===== src/rtl/muldiv_unit.sv =====
// Multi-cycle MIPS multiply/divide unit with architectural HI/LO registers.
// Latency: result in HI/LO and done pulse WIDTH+1 edges after the accepting start edge.
// Backpressure: busy stays high while an operation runs; start and mthi/mtlo are ignored while busy.
//
// Ports: clk/reset (sync, active-high); start/op/a/b launch an operation (sampled only when idle);
// hi_we/lo_we/wdata implement mthi/mtlo; busy/done/div_by_zero report status; hi/lo expose HI/LO.
module muldiv_unit #(
    parameter int WIDTH = 32,
    parameter int CNT_W = 6
) (
    input  logic             clk,
    input  logic             reset,
    input  logic             start,
    input  logic [1:0]       op,
    input  logic [WIDTH-1:0] a,
    input  logic [WIDTH-1:0] b,
    input  logic             hi_we,
    input  logic             lo_we,
    input  logic [WIDTH-1:0] wdata,
    output logic             busy,
    output logic             done,
    output logic             div_by_zero,
    output logic [WIDTH-1:0] hi,
    output logic [WIDTH-1:0] lo
);

    typedef enum logic [1:0] {
        S_IDLE = 2'd0,
        S_RUN  = 2'd1,
        S_FIX  = 2'd2
    } state_t;

    localparam logic [CNT_W-1:0] LAST_ITER = CNT_W'(WIDTH - 1);

    state_t             state_q, state_d;
    logic [CNT_W-1:0]   cnt_q, cnt_d;
    logic [1:0]         op_q, op_d;
    // Multiply: {partial product, remaining multiplier bits}.
    // Divide:   {partial remainder, dividend bits shifting into quotient}.
    logic [2*WIDTH-1:0] acc_q, acc_d;
    logic [WIDTH-1:0]   mag_b_q, mag_b_d;
    logic [WIDTH-1:0]   a_q, a_d;          // raw dividend, returned in HI on divide-by-zero
    logic               sa_q, sa_d;
    logic               sb_q, sb_d;
    logic               bz_q, bz_d;
    logic [WIDTH-1:0]   hi_q, hi_d;
    logic [WIDTH-1:0]   lo_q, lo_d;
    logic               done_q, done_d;
    logic               dbz_q, dbz_d;

    // Operand magnitudes at acceptance; only signed ops (op[0]=1) look at sign bits.
    logic               in_sa, in_sb;
    logic [WIDTH-1:0]   in_mag_a, in_mag_b;

    // One shift-add step: add multiplicand into the upper half when the current
    // multiplier LSB is set, then shift the whole accumulator right by one.
    logic [WIDTH:0]     mul_sum;
    // One restoring step: shift the next dividend bit into the remainder and
    // keep the subtraction only when it does not go negative.
    logic [WIDTH:0]     div_shift;
    logic [WIDTH:0]     div_trial;

    // Sign-corrected results for the FIX state.
    logic [2*WIDTH-1:0] prod_fix;
    logic [WIDTH-1:0]   quot_fix;
    logic [WIDTH-1:0]   rem_fix;

    always_comb begin
        in_sa    = op[0] & a[WIDTH-1];
        in_sb    = op[0] & b[WIDTH-1];
        in_mag_a = in_sa ? -a : a;
        in_mag_b = in_sb ? -b : b;

        mul_sum   = {1'b0, acc_q[2*WIDTH-1:WIDTH]} + {1'b0, (acc_q[0] ? mag_b_q : '0)};
        div_shift = {acc_q[2*WIDTH-1:WIDTH], acc_q[WIDTH-1]};
        div_trial = div_shift - {1'b0, mag_b_q};

        prod_fix = (op_q == 2'b01 && (sa_q ^ sb_q)) ? -acc_q : acc_q;
        quot_fix = (sa_q ^ sb_q) ? -acc_q[WIDTH-1:0] : acc_q[WIDTH-1:0];
        rem_fix  = sa_q ? -acc_q[2*WIDTH-1:WIDTH] : acc_q[2*WIDTH-1:WIDTH];
    end

    always_comb begin
        state_d = state_q;
        cnt_d   = cnt_q;
        op_d    = op_q;
        acc_d   = acc_q;
        mag_b_d = mag_b_q;
        a_d     = a_q;
        sa_d    = sa_q;
        sb_d    = sb_q;
        bz_d    = bz_q;
        hi_d    = hi_q;
        lo_d    = lo_q;
        done_d  = 1'b0;
        dbz_d   = 1'b0;

        case (state_q)
            S_IDLE: begin
                if (hi_we) hi_d = wdata;
                if (lo_we) lo_d = wdata;
                if (start) begin
                    op_d    = op;
                    sa_d    = in_sa;
                    sb_d    = in_sb;
                    acc_d   = {{WIDTH{1'b0}}, in_mag_a};
                    mag_b_d = in_mag_b;
                    a_d     = a;
                    bz_d    = (b == '0);
                    cnt_d   = '0;
                    state_d = S_RUN;
                end
            end
            S_RUN: begin
                if (op_q[1]) begin
                    if (div_trial[WIDTH]) begin
                        acc_d = {div_shift[WIDTH-1:0], acc_q[WIDTH-2:0], 1'b0};
                    end else begin
                        acc_d = {div_trial[WIDTH-1:0], acc_q[WIDTH-2:0], 1'b1};
                    end
                end else begin
                    acc_d = {mul_sum, acc_q[WIDTH-1:1]};
                end
                cnt_d = cnt_q + CNT_W'(1);
                if (cnt_q == LAST_ITER) state_d = S_FIX;
            end
            S_FIX: begin
                if (op_q[1]) begin
                    if (bz_q) begin
                        lo_d = '1;
                        hi_d = a_q;
                    end else begin
                        lo_d = quot_fix;
                        hi_d = rem_fix;
                    end
                end else begin
                    lo_d = prod_fix[WIDTH-1:0];
                    hi_d = prod_fix[2*WIDTH-1:WIDTH];
                end
                done_d  = 1'b1;
                dbz_d   = op_q[1] & bz_q;
                state_d = S_IDLE;
            end
            default: state_d = S_IDLE;
        endcase
    end

    always_ff @(posedge clk) begin
        if (reset) begin
            state_q <= S_IDLE;
            cnt_q   <= '0;
            op_q    <= '0;
            acc_q   <= '0;
            mag_b_q <= '0;
            a_q     <= '0;
            sa_q    <= 1'b0;
            sb_q    <= 1'b0;
            bz_q    <= 1'b0;
            hi_q    <= '0;
            lo_q    <= '0;
            done_q  <= 1'b0;
            dbz_q   <= 1'b0;
        end else begin
            state_q <= state_d;
            cnt_q   <= cnt_d;
            op_q    <= op_d;
            acc_q   <= acc_d;
            mag_b_q <= mag_b_d;
            a_q     <= a_d;
            sa_q    <= sa_d;
            sb_q    <= sb_d;
            bz_q    <= bz_d;
            hi_q    <= hi_d;
            lo_q    <= lo_d;
            done_q  <= done_d;
            dbz_q   <= dbz_d;
        end
    end

    assign busy        = (state_q != S_IDLE);
    assign done        = done_q;
    assign div_by_zero = dbz_q;
    assign hi          = hi_q;
    assign lo          = lo_q;

endmodule


===== config.mk =====
export PLATFORM = sky130hd
export DESIGN_NAME = muldiv_unit
export DESIGN_NICKNAME = d
export VERILOG_FILES = /design/src/rtl/muldiv_unit.sv
export SDC_FILE = /design/constraint.sdc
export NUM_CORES = 1
export LEC_CHECK = 0
export CORE_UTILIZATION = 55
export CTS_BUF_LIST = sky130_fd_sc_hd__clkbuf_2
export DETAILED_ROUTE_END_ITERATION = 10
export DONT_BUFFER_PORTS = 1
export PLACE_DENSITY = 0.7
export REMOVE_ABC_BUFFERS = 1
export SETUP_SLACK_MARGIN = 0.3
export SYNTH_ARGS = -nofsm -noshare
export SYNTH_HDL_FRONTEND = slang
export SYNTH_SLANG_ARGS = --single-unit

===== constraint.sdc =====
create_clock -name clk -period 3.88 [get_ports clk]
set_clock_uncertainty 0.15 [all_clocks]
set_input_delay 0.97 -clock clk [delete_from_list [all_inputs] [get_ports clk]]
set_output_delay 0.97 -clock clk [all_outputs]
set_load 0.02 [all_outputs]

Word-level counts from Yosys, hierarchy flattened. Cells that the tools add are included. Widths: inputs -> output; s select.

Muxes and demuxes: 24. Add/subtract/negate cells: 8. Bitwise logic cells: 5. Reduce and logical (&&, ||, !) cells: 12. Eq/ne operators: 8.

Operators with widths (number): $mux 32 (11); $mux 64 (4); $neg 32->32 (4); $pmux 32 s2 (2); $pmux 64 s2 (1); $neg 64->64 (1); $add 32x32->33 (1); $sub 33x32->33 (1); $logic_not 32->1 (1); $pmux 6 s2 (1); $reduce_and 2->1 (5); $ne 2x2->1 const B (4); $add 6x1->6 const B (1); $eq 6x5->1 const B (1); $mux 6 (1); $reduce_bool 2->1 (3); $eq 2x1->1 const B (2); $mux 2 (2); $pmux 2 s2 (1); $and 1x1->1 (3); $eq 2x2->1 const B (1); $logic_not 2->1 (1); $reduce_or 2->1 (1); $logic_and 1x1->1 (1); 3 further kinds (3).

Bits in registers: 207. Output and inout port bits: 67.

Longest topological paths before layout.
Depth after elaboration: 5. Gate-level depth with buffers: 15. Gate-level depth less buffers: 14.

Worst setup path after synthesis. OpenSTA, ideal clock, no wires.

Path type: input -> register. Start point: in a[2]. End point: reg acc_q[29]. Required time: 3.616 ns. Path slack: 0.219 ns. Library setup time: 0.114 ns. Arrival: 3.396 ns. Buffers on the path: 0. Cell stages on the path: 10. Cell sequence: or3_1 > or4_1 > nor4_1 > nand2_1 > nor4_2 > nand2_1 > o21ai_0 > xnor2_1 > nor2_1 > a2111oi_0.

Word-level cells in the longest chain between the ends: 4.

RTL lines: from (decl) (RTL line 15) `input logic [WIDTH-1:0] a,`; $neg 32->32 (RTL line 71) `in_mag_a = in_sa ? -a : a;`; $mux 32 (RTL line 71); $mux 64 (RTL line 102) `if (start) begin`; $pmux 64 s2 (RTL line 98) `case (state_q)`; to (signal assigned) (RTL line 153) `acc_q <= '0;`; to (signal assigned) (RTL line 167) `acc_q <= acc_d;`; to (decl) (RTL line 40) `logic [2*WIDTH-1:0] acc_q, acc_d;`.

No other way between the ends. The select of a mux whose other input is x is not followed. A chain may end at the register's enable or synchronous reset.

Worst setup path after layout.
Start point: reg acc_q[5]. End point: reg hi_q[18] (netlist: hi[18]).

Word-level cells in the longest chain between the ends: 4.

RTL lines: $neg 64->64 (RTL line 78) `prod_fix = (op_q == 2'b01 && (sa_q ^ sb_q)) ? -acc_q : acc_q;`; $mux 64 (RTL line 78); $mux 32 (RTL line 128) `if (op_q[1]) begin`; $pmux 32 s2 (RTL line 98); to (signal assigned) (RTL line 173) `hi_q <= hi_d;`; to (decl) (RTL line 46) `logic [WIDTH-1:0] hi_q, hi_d;`.

No other way between the ends.

==> flow_summary.toml <==
[worst_setup_path]
critPathLaunchType = "register"
cp.arrival_ns = 4.12
critPathKind = "reg2reg"
end_kind = "register"
crit_required_ns = 4.52
crit_fanout = 7

[cells_and_area]
multi_input_area_um2 = 10970
drive_above_1_share = 0.1219
synthToLayoutAreaGrowth_pct = 9.622
seq_area_um2 = 4160
final_cells = 2569
utilization = 0.6192
nets = 2323
nFillCells = 2605

[detailed_routing]
drt-vias-per-instance = 6.497
wl_per_cell_um = 21.53
antenna_left = 0
first_iter_violations = 1727
wl_mm = 55.31
vias = 16690
drc = 0
first_pass_iters = 6

[timing]
holdWs_ns = 0.03468
min_period_over_period = 0.8976
relSlewSlack = 0.2904
period_needed_ns = 3.483
hold_viol = 0
rsz0062_at_grt = "no"
setup_viol = 0
fmax_ghz = 0.2871
worst_pin_slew_ns = 1.064
slew_viol_final = 0

[logic_synthesis]
synthTopCellsByArea = "dfxtp_1, a21oi_1, nand2_1, ha_1, xor2_1"
netlist_top_cells_count = "nand2_1, dfxtp_1, nor2_1"
ys_seq_area_frac = 0.2612
yosysWarningCount = 0
synth-seq-cells = 207
yosysMostFrequentCell = "nand2_1"
yosysUniqueCellTypes = 78
synth.avg_cell_area_um2 = 7.445
synth_edf_count = 0
synth_top_area_share = 0.2612
syn_area_um2 = 15870
synth_top_area_cell = "dfxtp_1"
synthCells = 2131
ys_async_sr_fraction = 0
ys.flop_type = "dfxtp_1"

[flow_run]
maxCapViolations = 0

[clock_tree]
cts_buffers = 57
clk_pin_slew_ns = 0.11
htree_levels = 2
clkLatencyLatePin_ns = 0.95
clockBufferDepth = 3
cts.root.buffer_cell = "clkbuf_2"
cts_tree = "built"
clock_sinks = 207

[grt]
grt_util_all_layers = 0.3647
grt_max_degree = 114
grt_pass1_vias = 15740
overflow = 0
grt_antenna_before_repair = 2
grt_pass1_wl_mm = 84.06

[die]
die_width_um = 171.8
coreArea_um2 = 28090
dieArea_um2 = 29530
initial_core_util = 0.5649
row_count = 61
num_io_pins = 170
die_y_um = 171.8

[placed_design]
post-dp-hpwl_mm = 38.64
gp_congestion = 0.9413
port_buffers = 0
dp.cells = 2438

[power]
peakVddDrop_mv = 0.1770
p_leak_nw = 6.935
power.density_nw_per_um2 = 315.3

[status]
status = "complete, no violations"

[hold_path]
hold_class = "in2reg"
-- layout by cell type, fill, tap and decap left out, types with 21 or more instances in the layout --
cell / Yosys / final
nand2_1: 245 / 244
nor2_1: 205 / 203
a21oi_1: 202 / 199
dfxtp_1: 207 / 196
o21ai_0: 148 / 145
xor2_1: 97 / 96
buf_4: 1 / 95
xnor2_1: 88 / 87
clkbuf_2: 2 / 87
ha_1: 69 / 69
inv_1: 64 / 63
a211oi_1: 65 / 63
mux2i_1: 58 / 58
nor3_1: 47 / 47
a221oi_1: 36 / 36
a21o_1: 32 / 32
a31oi_1: 31 / 31
nand3_1: 26 / 26
o22ai_1: 25 / 25
o31ai_1: 24 / 24
o211ai_1: 23 / 23
or3_1: 23 / 21
dlygate4sd3_1: 0 / 21
-- sequential cells by signal, indices dropped and copies added, names as in the netlist, 2 cells and up --
name     count
op_q         2
lo          32
mag_b_q     32
a_q         32
state_q      2
acc_q       64
cnt_q        6
hi          32
-- where the power goes --
| group | internal (W) | leakage (nW) | switching, W | total, W |
|---|---|---|---|---|
| registers | 0.00227 | 1.71 | 0.000204 | 0.00247 |
| clock network | 0.000601 | 0.394 | 0.00100 | 0.00160 |
| logic | 0.000560 | 4.83 | 0.000849 | 0.00141 |
| total | 0.00343 | 6.93 | 0.00206 | 0.00548 |
-- path summary, 6_finish.rpt --
path / from / endpoint / slack (ns) / cells after the start
worst max register to register: acc_q[5]$_SDFFE_PP0P_ / hi[18]$_SDFFE_PP0P_ / 0.40 / 10
worst min-delay path: a[8] / a_q[8]$_SDFFE_PP0P_ / 0.03 / 2
worst max-delay path: acc_q[5]$_SDFFE_PP0P_ / hi[18]$_SDFFE_PP0P_ / 0.40 / 10
worst min register to register: a_q[25]$_SDFFE_PP0P_ / a_q[25]$_SDFFE_PP0P_ / 0.31 / 2
-- per-stage QoR --
| step | power [W] | setup WS, ns | setup TNS, ns | area (µm²) |
|---|---|---|---|---|
| floorplan | 0.003399 | -0.6112 | -12.64 | 15210 |
| CTS | 0.005442 | 0.2987 | 0 | 17250 |
| detailed placement | 0.003804 | 0.1015 | 0 | 16450 |
| finish | 0.005484 | 0.3972 | 0 | 17390 |
| global route | 0.005756 | 0.2784 | 0 | 17390 |
| global placement | 0.003781 | 0.1339 | 0 | 16450 |
-- area by class of cell --
cell class,instances,share of cell area
diodes,1,0.0001439
multi-input cells,1697,0.6309
clock buffers,87,0.02504
clock inverters,13,0.003597
inverters,64,0.01403
flip-flops and latches,207,0.2392
repair buffers,122,0.05993
well taps,378,0.02719
-- logic make-up after synthesis --
logic type,after synthesis,synth area share
adder cells (fa/ha/maj),71,0.05694
AO/OA/AOI/OAI,698,0.2827
multiplexers,72,0.04653
buffers and inverters,227,0.05623
flip-flops,207,0.2612
XOR/XNOR,185,0.1021
AND/OR/NAND/NOR,671,0.1943
-- layer usage --
layer | wire, µm | vias to the layer above | track usage
met3 | 5324 | 181 | 0.06029
met4 | 2683 | 0 | 0.1801
li1 | - | 7790 | -
met5 | 0 | - | 0
met1 | 22430 | 7781 | 0.4592
met2 | 24880 | 940 | 0.6013
-- repair_timing --
action / CTS / global route
endpoints found under the hold margin: 113 / 0
pin swaps: 1 / 2
hold buffers: 23 / 0
endpoints found under the setup margin: 17 / 49
resized for setup: 4 / 32
buffers inserted: 3 / 4
-- critical path, cell delays in order (launching register included) --
cell and delay [ns]:
dfxtp_2 0.37, or4_4 0.52, or4_4 0.45, or3_4 0.40, or4_4 0.54, nor2_4 0.12
buf_4 0.13, a31oi_1 0.09, xor2_1 0.15, o211ai_1 0.28, a31oi_1 0.13
(Power assumes the default switching activity.)
